--- config.mk ---
export PLATFORM = sky130hd
export DESIGN_NAME = float_multiplier
export DESIGN_NICKNAME = d
export VERILOG_FILES = /design/src/rtl/float_multiplier.sv
export SDC_FILE = /design/constraint.sdc
export NUM_CORES = 1
export LEC_CHECK = 0
export CAP_MARGIN = 20
export CELL_PAD_IN_SITES_DETAIL_PLACEMENT = 1
export CELL_PAD_IN_SITES_GLOBAL_PLACEMENT = 2
export CORE_MARGIN = 1.5
export CORE_UTILIZATION = 33
export CTS_BUF_LIST = sky130_fd_sc_hd__clkbuf_16
export DETAILED_ROUTE_END_ITERATION = 10
export PLACE_DENSITY_LB_ADDON = 0.1
export RECOVER_POWER = 100
export SLEW_MARGIN = 5
export SYNTH_ARGS = -nofsm -noshare
export SYNTH_HDL_FRONTEND = slang
export SYNTH_SLANG_ARGS = --single-unit
--- constraint.sdc ---
create_clock -name clock -period 2.84 [get_ports clock]
set_clock_uncertainty 0.2 [all_clocks]
set_input_delay 0.426 -clock clock [delete_from_list [all_inputs] [get_ports clock]]
set_output_delay 0.426 -clock clock [all_outputs]
set_load 0.005 [all_outputs]
--- src/rtl/float_multiplier.sv ---
// Two-stage pipelined floating-point multiplier (flush-to-zero, round-to-nearest-even).
// Define FLOAT_MULTIPLIER_SPECIALS_EN to decode Inf/NaN operands; otherwise all encodings are finite.
module float_multiplier #(
   parameter int EXP_W   = 8,
   parameter int MAN_W   = 7,
   parameter int FN_MODE = 0
) (
   input  logic                 clock,
   input  logic                 reset,
   input  logic [EXP_W+MAN_W:0] a,
   input  logic [EXP_W+MAN_W:0] b,
   output logic [EXP_W+MAN_W:0] y
);
   localparam int W    = 1 + EXP_W + MAN_W;
   localparam int PW   = 2*MAN_W + 2;
   localparam int EW   = EXP_W + 2;
   localparam int BIAS = 2**(EXP_W-1) - 1;
   localparam int EMAX = 2**EXP_W - 1;
   localparam logic [EXP_W-1:0] E_ONES = '1;
   localparam logic [MAN_W-1:0] M_ONES = '1;

   logic             sa, sb;
   logic [EXP_W-1:0] ea, eb;
   logic [MAN_W-1:0] ma, mb;
   assign {sa, ea, ma} = a;
   assign {sb, eb, mb} = b;

   logic                 zero_d;
   logic signed [EW-1:0] exp_d;
   logic [PW-1:0]        prod_d;
   assign zero_d = (ea == '0) || (eb == '0);
   assign exp_d  = $signed(EW'({2'b00, ea}) + EW'({2'b00, eb}) - EW'(BIAS));
   assign prod_d = PW'({1'b1, ma}) * PW'({1'b1, mb});

   logic                 s1_sign, s1_zero;
   logic signed [EW-1:0] s1_exp;
   logic [PW-1:0]        s1_prod;

   always_ff @(posedge clock or posedge reset) begin
      if (reset) begin
         s1_sign <= 1'b0;
         s1_zero <= 1'b0;
         s1_exp  <= '0;
         s1_prod <= '0;
      end else begin
         s1_sign <= sa ^ sb;
         s1_zero <= zero_d;
         s1_exp  <= exp_d;
         s1_prod <= prod_d;
      end
   end

`ifdef FLOAT_MULTIPLIER_SPECIALS_EN
   localparam logic [W-1:0] NAN_VAL = (FN_MODE == 0) ?
      {1'b0, E_ONES, 1'b1, {(MAN_W-1){1'b0}}} : {1'b0, E_ONES, M_ONES};

   logic nan_d, inf_d, s1_nan, s1_inf;
   generate
      if (FN_MODE == 0) begin : g_dec_ieee
         assign nan_d = (ea == E_ONES && ma != '0) || (eb == E_ONES && mb != '0);
         assign inf_d = (ea == E_ONES && ma == '0) || (eb == E_ONES && mb == '0);
      end else begin : g_dec_fn
         assign nan_d = ({ea, ma} == {E_ONES, M_ONES}) || ({eb, mb} == {E_ONES, M_ONES});
         assign inf_d = 1'b0;
      end
   endgenerate

   always_ff @(posedge clock or posedge reset) begin
      if (reset) begin
         s1_nan <= 1'b0;
         s1_inf <= 1'b0;
      end else begin
         s1_nan <= nan_d;
         s1_inf <= inf_d;
      end
   end
`endif

   logic                 norm, guard, sticky, round_up, carry, under, over;
   logic [MAN_W-1:0]     kept, man_r;
   logic signed [EW-1:0] exp_f;
   logic [EW-1:0]        exp_u;
   logic [W-1:0]         max_fin, y_d;

   always_comb begin
      norm = s1_prod[PW-1];
      // Product is in [1,4); pick the MAN_W bits below the leading one.
      if (norm) begin
         kept   = s1_prod[PW-2 -: MAN_W];
         guard  = s1_prod[MAN_W];
         sticky = |s1_prod[MAN_W-1:0];
      end else begin
         kept   = s1_prod[PW-3 -: MAN_W];
         guard  = s1_prod[MAN_W-1];
         sticky = |s1_prod[MAN_W-2:0];
      end
      round_up       = guard & (sticky | kept[0]);
      {carry, man_r} = {1'b0, kept} + {{MAN_W{1'b0}}, round_up};
      exp_f = s1_exp + $signed({{(EW-1){1'b0}}, norm}) + $signed({{(EW-1){1'b0}}, carry});
      exp_u = exp_f;
      under = exp_f[EW-1] || (exp_f == '0);
      // In FN mode the all-ones exponent is still finite except for the NaN mantissa.
      if (FN_MODE == 0)
         over = !exp_f[EW-1] && (exp_u >= EW'(EMAX));
      else
         over = !exp_f[EW-1] && ((exp_u > EW'(EMAX)) || (exp_u == EW'(EMAX) && man_r == M_ONES));
      max_fin = (FN_MODE == 0) ? {s1_sign, E_ONES - 1'b1, M_ONES}
                               : {s1_sign, E_ONES, M_ONES - 1'b1};

      y_d = {s1_sign, exp_u[EXP_W-1:0], man_r};
      if (s1_zero || under)
         y_d = {s1_sign, {(W-1){1'b0}}};
      else if (over)
`ifdef FLOAT_MULTIPLIER_SPECIALS_EN
         y_d = (FN_MODE == 0) ? {s1_sign, E_ONES, {MAN_W{1'b0}}} : max_fin;
      if (s1_nan || (s1_inf && s1_zero))
         y_d = NAN_VAL;
      else if (s1_inf)
         y_d = {s1_sign, E_ONES, {MAN_W{1'b0}}};
`else
         y_d = max_fin;
`endif
   end

   always_ff @(posedge clock or posedge reset) begin
      if (reset) y <= '0;
      else       y <= y_d;
   end
endmodule

# Word level (Yosys, flattened, before mapping)
# Index checks and enable logic that the tools add are counted.
[op_classes] addsub=5 order_cmp=1 eq_ne=0 mux=5 n_shift=0 reduce_logical=10 bitwise_logic=3 n_mul=1 div=0
[ops] operator="$mux W15" count=2
[ops] operator="$add A10 B2 Y10" count=2
[ops] operator="$logic_not A8 Y1" count=2
[ops] operator="$mul A8 B8 Y16" count=1
[ops] operator="$ge A10 B8 Y1 const B" count=1
[ops] operator="$logic_not A10 Y1" count=1
[ops] operator="$sub A9 B7 Y10 const B" count=1
[ops] operator="$add A8 B8 Y9" count=1
[ops] operator="$add A7 B1 Y8" count=1
[ops] operator="$mux W7" count=1
[ops] operator="$reduce_or A7 Y1" count=1
[ops] operator="$reduce_or A6 Y1" count=1
[ops] operator="$logic_or A1 B1 Y1" count=3
[ops] operator="$mux W1" count=2
[ops] operator="$and A1 B1 Y1" count=1
[ops] operator="$logic_and A1 B1 Y1" count=1
[ops] operator="$logic_not A1 Y1" count=1
[ops] operator="$or A1 B1 Y1" count=1
[ops] operator="$xor A1 B1 Y1" count=1
[totals] in_bits=34 register_bits=44 rom_bits=0 output_inout_bits=16 ram_bits=0 latch_bits=0 memories=0 wordCells=30

# Depth between registers and ports, before layout
# Gate-level depths: netlist of run 1.
[depth] ltp_word=10 ltp_mapped=16

# Worst setup path after synthesis of run 1
# No wires, ideal clock.
[synth_timing] kind="input to register" from="input a[1]" to="register s1_prod[12]" arrival_ns=4.001 path_stages=16 setup_slack_ns=-1.448 setup_time_ns=0.087 cell_sequence="inv_1 -> nor2_1 -> fa_1 -> inv_1 -> fa_1 -> inv_1 -> fa_1 -> inv_1 -> fa_1 -> inv_1 -> ha_1 -> o21a_1 -> o21ai_0 -> inv_1 -> a2111o_1 -> o211ai_1"
[synth_between] elab_chain_cells=1
[synth_rtl] element="start: declaration" line="10" rtl="input logic [EXP_W+MAN_W:0] a,"
[synth_rtl] element="$mul A8 B8 Y16" line="33" rtl="assign prod_d = PW'({1'b1, ma}) * PW'({1'b1, mb});"
[synth_rtl] element="named net prod_d[12]" line="30" rtl="logic [PW-1:0] prod_d;"
[synth_rtl] element="end signal: assignment" line="49" rtl="s1_prod <= prod_d;"
[synth_rtl] element="end: declaration" line="37" rtl="logic [PW-1:0] s1_prod;"
# The timed path passes the listed nets, and every way through them passes these cells.

# Worst setup path in the final report of run 1
[layout_timing] from="input b[5]" to="register s1_prod[12]"
[layout_between] elab_chain_cells=1
[layout_rtl] element="start: declaration" line="11" rtl="input logic [EXP_W+MAN_W:0] b,"
[layout_rtl] element="$mul A8 B8 Y16" line="33"
[layout_rtl] element="named net prod_d[12]" line="30"
# The timed path passes the listed nets, and every way through them passes these cells.

==> results.toml, run 1 <==
[run_status]
status = "finished, violations left"
violations = "setup timing"

[route]
vias_per_cell = 4.70
wl_mm = 11.5
drt-initial-drc-count = 62
drtAntennaViolNets = 0
wl_per_cell_um = 14.5
num_vias = 3740
remaining_drc_errors = 0
first_pass_iters = 4

[cells_and_area]
syn_to_final_growth_pct = 53.0
diodes = 0
final_cells = 795
nets = 746
drive_gt1_frac = 0.388

[cts]
cts.sinks = 44
clk_latency_ns = 0.28
clkTransAtPathRegs_ns = 0.06
cts_root_buf = "clkbuf_16"
max-clock-path-buffers = 2
postCtsHoldBufs = 0
cts_tree = "done"
numCtsBuffers = 5
cts_htree_levels = 2

[floorplan]
die_area_um2 = 14000
boundaryPins = 50
start_util = 0.343
fp.dieW_um = 118
die_h_um = 118
placementRows = 41
coreArea_um2 = 12800

[critical_path]
regToRegSetupSlack_ns = -0.24
cp_slowest_cell = "fa_1"
critPathMaxStageDelay_ns = 0.55
endpoint = "s1_prod[12]"
crit_chain = "buf_6, and2_4, fa_1, inv_2, fa_1, inv_2, fa_1, inv_1, fa_1, inv_2, ha_4, o21a_1, o21ai_2, inv_2, a2111o_1, o211ai_1"
reg2reg_from = "s1_prod[15]"
rr_endpoint = "y[7]"
critPathArrivalTime_ns = 3.96
path_buf_inv = 6
cp-end-kind = "flop"
startpoint = "b[5]"
worstSetupPathType = "input port to flop"
critical_path.top_delay_family = "adder cells"
crit_cells = 16
cp-start-kind = "input port"
rr_worst_depth = 11
crit_required_ns = 2.83
critPathMaxFanout = 3

[logic_synthesis]
ys_ff_latch = 44
synth_warnings = 0
synth_flop_cell = "dfrtp_1"
yosys.area.top_type_share = 0.251
synth_compound_area_frac = 0.112
synth-simple-area-share = 0.169
ys_seq_area_frac = 0.251
ys_async_sr_fraction = 1.00
mappedNetlistArea_um2 = 4390
synth_fa_ha_area_frac = 0.322
synth.top_cells.by_count = "79 x inv_1, 52 x ha_1, 44 x dfrtp_1"
synth_edf_count = 0
yosysMostFrequentCell = "inv_1"
yosys-mux-area-fraction = 0.00713
syn-instance-count = 461
synth_cell_type_count = 52
synth_area_leaders = "dfrtp_1 25%, fa_1 17%, ha_1 15%"
syn_area_per_cell_um2 = 9.52
synth_top_family_by_area = "adder cells"
synth-xor-area-share = 0.0619
yosysTopAreaCell = "dfrtp_1"
syn-num-nets = 585

[pwr]
irDropWorstVdd_v = 0.000412
p_leak_nw = 3.14
power.density_nw_per_um2 = 795

[place]
place_congestion = 0.815
port_buffers = 49
detailed_place_hpwl_mm = 9.36
dp.cells = 763
dp_slack_ns = -1.99

[timing]
grt_setup_unrepaired = "true"
fin_ws_ns = -1.13
period_minus_slack_ns = 3.97
finalCritPeriodShare = 1.40
slew_violations = 0
finalSetupViolCount = 25
hold_viol = 0
relSlewSlack = 0.572
worst_pin_slew_ns = 0.642
timing.fmax_mhz = 252

[global_route]
track_usage = 0.173
grt_pass1_vias = 4053
grt_overflow = 0
antenna_found_initial = 0
grt_max_degree = 28
grt_pass1_wl_mm = 20.0

[min_path]
hold_class = "flop to flop"

[run]
drv_cap = 0
==> worst min-delay path by stage <==
stage	slack, ns	to	cells after the start	startpoint
2_1_floorplan	0.13	y[15]	0	s1_sign
3_5_place_dp	0.15	y[15]	0	s1_sign
4_1_cts	0.15	y[15]	0	s1_sign
3_3_place_gp	0.14	y[15]	0	s1_sign
5_1_grt	0.18	y[15]	0	s1_sign
6_report	0.15	y[15]	0	s1_sign
==> placed cells by master, fill, tap and decap left out, types with 4 or more instances in the layout <==
master / synthesis / layout
dfrtp_1: 44 / 44
buf_6: 1 / 21
a21oi_2: 0 / 14
nor3_1: 6 / 4
dlygate4sd3_1: 0 / 19
and3_1: 6 / 4
clkbuf_4: 0 / 5
buf_4: 0 / 86
fa_2: 0 / 6
o211ai_1: 7 / 7
nor2_1: 21 / 17
o21ai_0: 8 / 4
nand2_1: 26 / 26
inv_2: 0 / 19
a21oi_4: 0 / 4
a21oi_1: 28 / 10
and2_1: 33 / 19
xnor2_1: 19 / 16
ha_1: 52 / 41
ha_4: 0 / 9
clkdlybuf4s50_1: 0 / 16
fa_1: 38 / 32
and2_4: 0 / 12
nand3_1: 8 / 6
clkbuf_16: 0 / 5
a21o_1: 7 / 7
nor4_1: 9 / 7
inv_1: 79 / 59
xor2_1: 12 / 11
nand3b_1: 4 / 4
==> through the flow <==
| stage | hold slack (ns) | setup TNS (ns) | utilization | power [W] | area, um2 |
|---|---|---|---|---|---|
| floorplan | 0.131 | -9.93 | - | 0.00289 | 4570 |
| CTS | 0.155 | -12.92 | 0.504 | 0.00516 | 6440 |
| finish | 0.153 | -12.14 | 0.526 | 0.00533 | 6710 |
| global route | 0.178 | -15.00 | 0.526 | 0.00581 | 6710 |
| global placement | 0.139 | -22.27 | 0.463 | 0.00409 | 5910 |
| detailed placement | 0.145 | -22.89 | 0.463 | 0.00417 | 5910 |
==> state kept, by name, summed over array words and instances, names as in the netlist <==
signal and cells:
s1_prod 16, s1_exp 10, s1_sign 1, s1_zero 1, y 16
==> repair_timing <==
action,in CTS,in global routing
gates resized for setup,137,46
cloned,2,0
buffers inserted,12,13
pin swaps,42,41
setup endpoints to repair,26,27
==> where the power goes <==
group          internal [W]  switching, W  leakage, nW
Sequential         0.000868      0.000176        0.520
Clock              0.000322      0.000228       0.0635
Combinational       0.00202       0.00172         2.56
==> layer usage <==
| layer | vias to the layer above | global-route usage | part of all wire |
|---|---|---|---|
| li1 | 1861 | - | - |
| met1 | 1843 | 0.252 | 0.50 |
| met2 | 31 | 0.279 | 0.48 |
| met3 | 5 | 0.0193 | 0.018 |
| met4 | 0 | 0.0274 | 0.0056 |
| met5 | - | 0 | 0 |
==> kinds of logic after synthesis <==
group           count (synthesis)
xor+xnor                       31
fa+ha+maj                      90
simple gates                  132
buf+inv                        87
compound gates                 74
mux                             3
flops                          44
==> layout make-up <==
type                            instances  area (um2)
Multi-Input combinational cell        331        3520
Tap cell                              172         215
Clock inverter                          3        18.8
Clock buffer                            5         125
Sequential cell                        44        1100
Timing Repair Buffer                  161        1440
Inverter                               79         297
Fill cell                            1414        6060
No activity file was read; power rests on OpenSTA's default activity.
==> run 2: changes to the inputs <==
--- a/config.mk
+++ b/config.mk
@@ -14,6 +14,7 @@
 export DETAILED_ROUTE_END_ITERATION = 10
 export PLACE_DENSITY_LB_ADDON = 0.1
 export RECOVER_POWER = 100
+export SETUP_SLACK_MARGIN = 0.4
 export SLEW_MARGIN = 5
 export SYNTH_ARGS = -nofsm -noshare
 export SYNTH_HDL_FRONTEND = slang
==> results.toml, run 2 (synthesis gave the netlist of run 1 again) <==
[run_status]
status = "finished, violations left"
violations = "setup timing"

[cells_and_area]
syn_to_final_growth_pct = 50.9
final_common_cell = "buf_4"
drive_gt1_frac = 0.377
diodes = 0
largestRegisters = "s1_prod x16, y x16, s1_exp x10"
nets = 739
final_cell_mix = "83 x buf_4, 61 x inv_1, 44 x dfrtp_1"

[route]
drt-initial-drc-count = 77
vias_per_cell = 4.80
remaining_drc_errors = 0
first_pass_iters = 4
drtAntennaViolNets = 0
num_vias = 3784
wl_per_cell_um = 15.0
wl_mm = 11.8

[cts]
clk_latency_ns = 0.28
numCtsBuffers = 5
cts_tree = "done"
cts_root_buf = "clkbuf_16"
cts.sinks = 44
cts_htree_levels = 2
clkTransAtPathRegs_ns = 0.06
max-clock-path-buffers = 2

[critical_path]
rr_worst_depth = 11
cp-start-kind = "input port"
cpMostUsedCell = "inv_2"
worstSetupPathType = "input port to flop"
cp-end-kind = "flop"
critPathMaxStageDelay_ns = 0.54
critPathArrivalTime_ns = 3.97
cp_slowest_cell = "fa_1"
crit_cells = 16
critPathMaxFanout = 7
path_buf_inv = 6
critical_path.top_delay_family = "adder cells"
crit_required_ns = 2.84
crit_chain = "buf_6, and2_4, fa_1, inv_2, fa_1, inv_2, fa_1, inv_2, fa_1, inv_2, ha_4, o21a_1, o21ai_2, inv_2, a2111o_1, o211ai_1"

[place]
detailed_place_hpwl_mm = 9.28
place_congestion = 0.832
dp_slack_ns = -2.01
port_buffers = 49

[global_route]
antenna_found_initial = 0
grt_pass1_wl_mm = 20.1
use_met1 = 0.250
use_met2 = 0.287
grt_max_degree = 45
track_usage = 0.174
grt_pass1_vias = 4136
grt_overflow = 0
met3_usage = 0.0208
grt-busiest-layer = "met2"

[pwr]
seqPwrFrac = 0.195
power_w = 0.00537
irDropWorstVdd_v = 0.000381
p_sw_w = 0.00214
swShare = 0.399
power_frac_clock = 0.118
power.density_nw_per_um2 = 811
pwr-share-comb = 0.687
p_leak_nw = 3.13
internal_power_w = 0.00323

[floorplan]
start_util = 0.343
fp.dieW_um = 118
boundaryPins = 50
die_h_um = 118
coreArea_um2 = 12800
die_area_um2 = 14000
placementRows = 41

[timing]
grt_setup_unrepaired = "true"
finalSetupViolCount = 25
hold_viol = 0
period_minus_slack_ns = 3.98
worst_pin_slew_ns = 1.02
fin_ws_ns = -1.14
timing.fmax_mhz = 251
slew_violations = 0
finalCritPeriodShare = 1.40
relSlewSlack = 0.323

[min_path]
hold_class = "flop to flop"
hold_depth = 0

[run]
drv_cap = 0
[run 2: final timing paths]
path	startpoint	end	slack, ns
worst max-delay path	a[2]	s1_prod[12]	-1.14
worst min register to register	s1_sign	y[15]	0.15
worst min-delay path	s1_sign	y[15]	0.15
min in group asynchronous	reset	y[6]	0.71
worst max register to register	s1_prod[15]	y[6]	-0.19
max in group asynchronous	reset	s1_exp[9]	1.11
[run 2: final cells by class]
class                           instances  area [um2]
Clock buffer                            5         125
Fill cell                            1414        6150
Sequential cell                        44        1100
Tap cell                              172         215
Timing Repair Buffer                  154        1360
Inverter                               79         297
Clock inverter                          3        38.8
Multi-Input combinational cell        331        3490
[run 2: per-stage QoR]
step | TNS (ns) | util | area [um2] | std cells | hold slack, ns
2_1_floorplan | -10.01 | - | 4620 | 461 | 0.131
3_3_place_gp | -22.11 | 0.465 | 5940 | 761 | 0.137
3_5_place_dp | -23.21 | 0.465 | 5940 | 761 | 0.143
4_1_cts | -13.51 | 0.503 | 6420 | 782 | 0.157
5_1_grt | -15.63 | 0.518 | 6620 | 788 | 0.173
6_report | -12.10 | 0.518 | 6620 | 788 | 0.153
[run 2: per-layer routing]
layer / part of all wire / wire length [um]
met5: 0 / 0
met4: 0.0055 / 65
met3: 0.025 / 300
met2: 0.49 / 5740
met1: 0.48 / 5720
[run 2: power groups by stage]
stage               sequential [W]  combinational, W  clock, W
detailed placement         0.00105           0.00314         0
CTS                        0.00106           0.00349  0.000652
finish                     0.00105           0.00369  0.000632
floorplan                  0.00102           0.00189         0
global route               0.00108           0.00412  0.000677
global placement           0.00103           0.00307         0
[run 2: repair_timing]
item | 4_1_cts | 5_1_grt
resized for setup | 134 | 53
cloned | 1 | 0
endpoints found under the setup margin | 32 | 31
pin swaps | 56 | 40
hold buffers | 0 | 0
setup buffers | 12 | 6
==> variant 1 (settings of run 2) <==
`s1_prod` no longer has a reset.
--- a/src/rtl/float_multiplier.sv
+++ b/src/rtl/float_multiplier.sv
@@ -41,13 +41,15 @@
          s1_sign <= 1'b0;
          s1_zero <= 1'b0;
          s1_exp  <= '0;
-         s1_prod <= '0;
       end else begin
          s1_sign <= sa ^ sb;
          s1_zero <= zero_d;
          s1_exp  <= exp_d;
-         s1_prod <= prod_d;
       end
+   end
+
+   always_ff @(posedge clock) begin
+      s1_prod <= prod_d;
    end
 
 `ifdef FLOAT_MULTIPLIER_SPECIALS_EN
Check against the original RTL: not equivalent (a bounded check fails within 4 cycles, from zero or initial values and one cycle with reset high).
==> variant 1 against run 2 <==
The run still ends with negative setup slack left. Total power fell by 0.54%. Highest routed layer unchanged. Final cell count up 1.1%. Count of clock-buffer cells in the layout is the same. Via count increased by 1.6%. Register-to-register slack worse by 0.30 ns. Non-clock buffer count rose by 13. Largest cell class unchanged. Worst setup slack better by 0.064 ns. Routed wire length increased by 6.0%. First-iteration DRC count shrank 2.6%. Sequential cell count unchanged. Area after synthesis is 0.83% lower. Die area decreased by 0.81%. Final area rose by 3.1%.
==> variant 1: results (changes against run 2) <==
Worst setup path:
- The arrival time of data at the critical path endpoint came to 3.92 ns (was 3.97 ns).
- The worst-case register-to-register setup slack is -0.49 ns (was -0.19 ns).
- The capture instance of the worst register-to-register path was y[0] (was y[6]).
- The launch point of the worst reg-to-reg path is s1_prod[15] (unchanged).
- The largest incremental delay on the critical path came to 0.52 ns (was 0.54 ns).
- The worst-path maximum fanout came to 4 (was 7).
- The depth of the worst register-to-register path is 13 (was 11).

Placement:
- The total cell area at the placement stage is 0.00581 mm² (was 0.00594 mm²).
- The HPWL after detailed placement came to 9580 µm (was 9280 µm).
- The worst slack after detailed placement was -2.06 ns (was -2.01 ns).

Finish:
- The count of nets after finishing was 748 (was 739).
- The share of layout cells above drive strength 1 is 39.8% (was 37.7%).
- The count of fill cells added during filler insertion came to 1419 (was 1414).

Logic synthesis:
- The share of the yosys chip area belonging to registers was 23.5% (was 25.1%).
- The number of standard cells after synthesis is 460 (was 461).
- Ranking of synthesized cells by area: fa_1 17%, dfrtp_1 16%, ha_1 15% (was dfrtp_1 25%, fa_1 17%, ha_1 15%).
- The number of nets produced by synthesis is 584 (was 585).
- The distinct cell type count after synthesis is 54 (was 52).
- Most instantiated cells after synthesis: 77 x inv_1, 52 x ha_1, 38 x fa_1, 34 x and2_1, 28 x dfrtp_1 (was 79 x inv_1, 52 x ha_1, 44 x dfrtp_1, 38 x fa_1, 33 x and2_1).
- The fraction of registers with async set or reset after synthesis is 63.6% (was 100%).

Detailed routing:
- The initial detailed-routing violation count was 75 (was 77).
- The total vias in the final route is 3844 (was 3784).
- The final wirelength is 12500 µm (was 11800 µm).
- The final routed wire length divided by cell count was 15.7 µm (was 15.0 µm).

STA:
- The final-layout setup total negative slack is -15.88 ns (was -12.10 ns).
- The remaining max-slew budget at the tightest pin is 3.00% (was 32.3%).
- The number of endpoints failing setup at the final stage came to 27 (was 25).
- The post-layout worst setup margin is -1.07 ns (was -1.14 ns).

Outcome:
- Failing checks: negative setup slack (unchanged).
- Run status: finished, violations left (unchanged).

Power and ir drop:
- The internal power consumption is 3.29 mW (was 3.23 mW).
- The peak ir drop on the vdd network was 0.000353 V (was 0.000381 V).
- The cell leakage power is 3.20 nW (was 3.13 nW).

Global routing:
- The largest net degree at the start of global routing is 29 (was 45).
- The wire length of the first global-routing pass is 20700 µm (was 20100 µm).
- The via count of the first global-routing pass is 4271 (was 4136).

Clock network:
- The latest clock arrival within the worst-skew pair is between 0.2 and 0.3 ns.
## variant 1: kinds of logic after synthesis
kind of cell               after synthesis  share of synthesized area (%)
AOI/OAI and AO/OA                       73                           12.7
buffers and inverters                   87                           7.65
DFF                                     44                           23.5
adders and majority gates               90                           32.4
muxes                                    5                           1.15
xor gates and xnor gates                30                           6.04
and+or+nand+nor                        131                           16.5
## variant 1: through the flow
stage / hold slack, ns / util, %
after detailed placement: 0.142 / 45.7
after floorplan: 0.131 / -
after CTS: 0.158 / 51.9
after global routing: 0.160 / 53.6
final: 0.152 / 53.6
after global placement: 0.137 / 45.7
## variant 1: cell type report
class / instances / area [µm²] / share of cell area [%]
flip-flops and latches: 44 / 1020 / 15.0
clock buffers: 5 / 125 / 1.83
multi-input cells: 329 / 3600 / 52.8
inverters: 77 / 300 / 4.40
well taps: 172 / 215 / 3.15
clock inverters: 3 / 42.5 / 0.623
repair buffers: 167 / 1510 / 22.2
## variant 1: layer usage
| metal | track usage (%) | vias up | wire length, µm |
|---|---|---|---|
| met2 | 36.7 | 51 | 7210 |
| met4 | 6.33 | 0 | 261 |
| li1 | - | 1868 | - |
| met1 | 19.9 | 1909 | 4810 |
| met5 | 0 | - | 0 |
| met3 | 1.79 | 16 | 240 |
## variant 1: how the worst max path moves through the flow
| stage | startpoint | end | slack, ns | cells after the start |
|---|---|---|---|---|
| 2_1_floorplan | a[2] | s1_prod[14] | -1.22 | 15 |
| 3_3_place_gp | a[6] | s1_prod[15] | -1.99 | 13 |
| 3_5_place_dp | b[6] | s1_prod[14] | -2.06 | 15 |
| 4_1_cts | b[5] | s1_prod[14] | -1.09 | 16 |
| 5_1_grt | a[1] | s1_prod[14] | -1.23 | 17 |
| 6_report | b[5] | s1_prod[14] | -1.07 | 16 |
## variant 1: timing repair
action	CTS	global route
pin swaps	65	38
buffers inserted	21	13
resized for setup	176	32
setup endpoints to repair	32	31
gates cloned	2	1
## variant 1: power groups by stage
| stage | combinational, mW | clock, mW | sequential, mW |
|---|---|---|---|
| floorplan | 1.85 | 0 | 1.01 |
| global placement | 2.97 | 0 | 1.01 |
| detailed placement | 3.08 | 0 | 1.02 |
| CTS | 3.57 | 0.666 | 1.02 |
| global route | 4.05 | 0.685 | 1.05 |
| finish | 3.67 | 0.646 | 1.02 |
==> variant 2 (config.mk and constraints of run 2) <==
Without the edit above. Change the parameter `MAN_W` from 7 to 14.
--- a/src/rtl/float_multiplier.sv
+++ b/src/rtl/float_multiplier.sv
@@ -2,7 +2,7 @@
 // Define FLOAT_MULTIPLIER_SPECIALS_EN to decode Inf/NaN operands; otherwise all encodings are finite.
 module float_multiplier #(
    parameter int EXP_W   = 8,
-   parameter int MAN_W   = 7,
+   parameter int MAN_W   = 14,
    parameter int FN_MODE = 0
 ) (
    input  logic                 clock,
Interface: changed (resized a, b and y); port bits go from 50 to 71. No check against the original RTL was run, so the function may have changed too.
==> variant 2 against run 2 <==
The run ends with max-capacitance violations, max-slew violations, negative setup slack left. Routed wire length rose to 2.8 times the old value. Sequential cell count up 21. Worst setup slack worse by 1.5 ns. Count of clock-buffer cells in the layout up 4. Area after synthesis up 140%. Final area up 140%. Sequential share of layout area down 6.2 points.
Power is not shown: default switching activity piles up to over one toggle a cycle in this logic, so the estimate is an artifact.
==> variant 2: results (changes against run 2) <==
Outcome:
- Run status: finished, violations left (unchanged).
- Failing checks: max-capacitance violations, max-slew violations, negative setup slack (was negative setup slack).

Global routing:
- The overall routing resource usage is 20.5% (was 17.4%).
- The met3 global-route usage is 2.79% (was 2.08%).
- The largest net degree at the start of global routing is 66 (was 45).
- The wire length of the first global-routing pass came to 52600 µm (was 20100 µm).

Clock network:
- The clock buffer count from CTS is 9 (was 5).
- The number of H-tree levels is 3 (was 2).
- The number of gates resized after cts is 326 (was 134).

STA:
- The post-layout worst setup margin is -2.69 ns (was -1.14 ns).
- The transition time at the pin with the least slew margin is 1.66 ns (was 1.02 ns).
- The number of endpoints failing setup at the final stage came to 48 (was 25).
- The number of max-slew violations in the final report was 66 (was 0).

Worst setup path:
- The worst-path maximum fanout is 4 (was 7).
- The launch point of the worst reg-to-reg path is s1_prod[29] (was s1_prod[15]).
- The worst-case register-to-register setup slack is -1.06 ns (was -0.19 ns).
- The capture instance of the worst register-to-register path was y[3] (was y[6]).
- The depth of the worst register-to-register path was 15 (was 11).
- The end of the critical path is s1_prod[29] (was s1_prod[12]).

Logic synthesis:
- The distinct cell type count after synthesis was 62 (was 52).
- The number of standard cells after synthesis is 1156 (was 461).
- Most instantiated cells after synthesis: 227 x inv_1, 169 x fa_1, 117 x nand2_1, 110 x ha_1, 103 x and2_1 (was 79 x inv_1, 52 x ha_1, 44 x dfrtp_1, 38 x fa_1, 33 x and2_1).
- The number of nets produced by synthesis came to 1483 (was 585).
- Ranking of synthesized cells by area: fa_1 32%, dfrtp_1 15%, ha_1 13% (was dfrtp_1 25%, fa_1 17%, ha_1 15%).

Flow run:
- The number of max-cap violations came to 1 (was 0).

Finish:
- Biggest regs: s1_prod x30, y x23, s1_exp x10 (was s1_prod x16, y x16, s1_exp x10).
- The share of layout cells above drive strength 1 is 39.3% (was 37.7%).
- The count of nets after finishing is 1821 (was 739).
- The area added between synthesis and finish is 47.4% (was 50.9%).
- The final standard cell count with taps included and fillers excluded is 1898 (was 788).

Detailed routing:
- The detail-routed via count per cell came to 4.73 (was 4.80).
- The initial detailed-routing violation count is 242 (was 77).

Placement:
- The number of I/O port buffers is 70 (was 49).
- The final estimated routing congestion in global placement is 0.809 (was 0.832).

Min path:
- The destination of the worst hold path is y[22] (was y[15]).
==> variant 2: cell types whose count changed in the layout (fill, tap and decap cells not counted), sizes merged, moves of 17 or more <==
cell	run 2	this run
o21ai	8	25
inv	79	225
buf	115	315
and2	33	104
ha	52	110
nor2	21	55
dfrtp	44	65
nand2	26	118
fa	38	169
a21oi	28	63
==> variant 2: critical path, cell delays in order <==
cell and delay, ns:
buf_6 0.09, buf_6 0.12, buf_4 0.14, and2_4 0.15, fa_1 0.49, inv_2 0.04, fa_1 0.55, inv_2 0.04
fa_1 0.56, fa_2 0.46, fa_1 0.49, inv_1 0.05, fa_1 0.49, inv_2 0.05, ha_4 0.16, a21oi_4 0.17
o21ai_4 0.09, or3_4 0.40, o211ai_1 0.18, buf_4 0.16, a31oi_4 0.08, xnor2_2 0.15
==> variant 2: cell type report <==
class,instances,area [µm²],area share (%)
multi-input combinational,824,9160,58.6
timing repair buffer,366,3210,20.6
sequential,65,1630,10.4
inverter,228,873,5.59
tap,402,503,3.22
clock buffer,9,225,1.44
clock inverter,4,16.3,0.104
==> variant 2: metal layers <==
| layer | vias up | routed length, µm |
|---|---|---|
| met2 | 68 | 17200 |
| met4 | 0 | 325 |
| met3 | 22 | 667 |
| met5 | - | 0 |
| met1 | 4628 | 14700 |
| li1 | 4261 | - |
==> variant 2: kinds of logic after synthesis <==
logic type / synth area share, %
muxes: 0.685
buffers and inverters: 9.83
DFF: 15.4
adders and majority gates: 44.9
AOI/OAI and AO/OA: 8.60
and+or+nand+nor: 16.3
xor gates and xnor gates: 4.30
==> variant 2: stage by stage <==
step | instance area (µm²) | TNS [ns]
2_1_floorplan | 11100 | -81.54
3_3_place_gp | 13700 | -99.93
3_5_place_dp | 13700 | -102.03
4_1_cts | 15300 | -77.88
5_1_grt | 15600 | -84.00
6_report | 15600 | -77.28
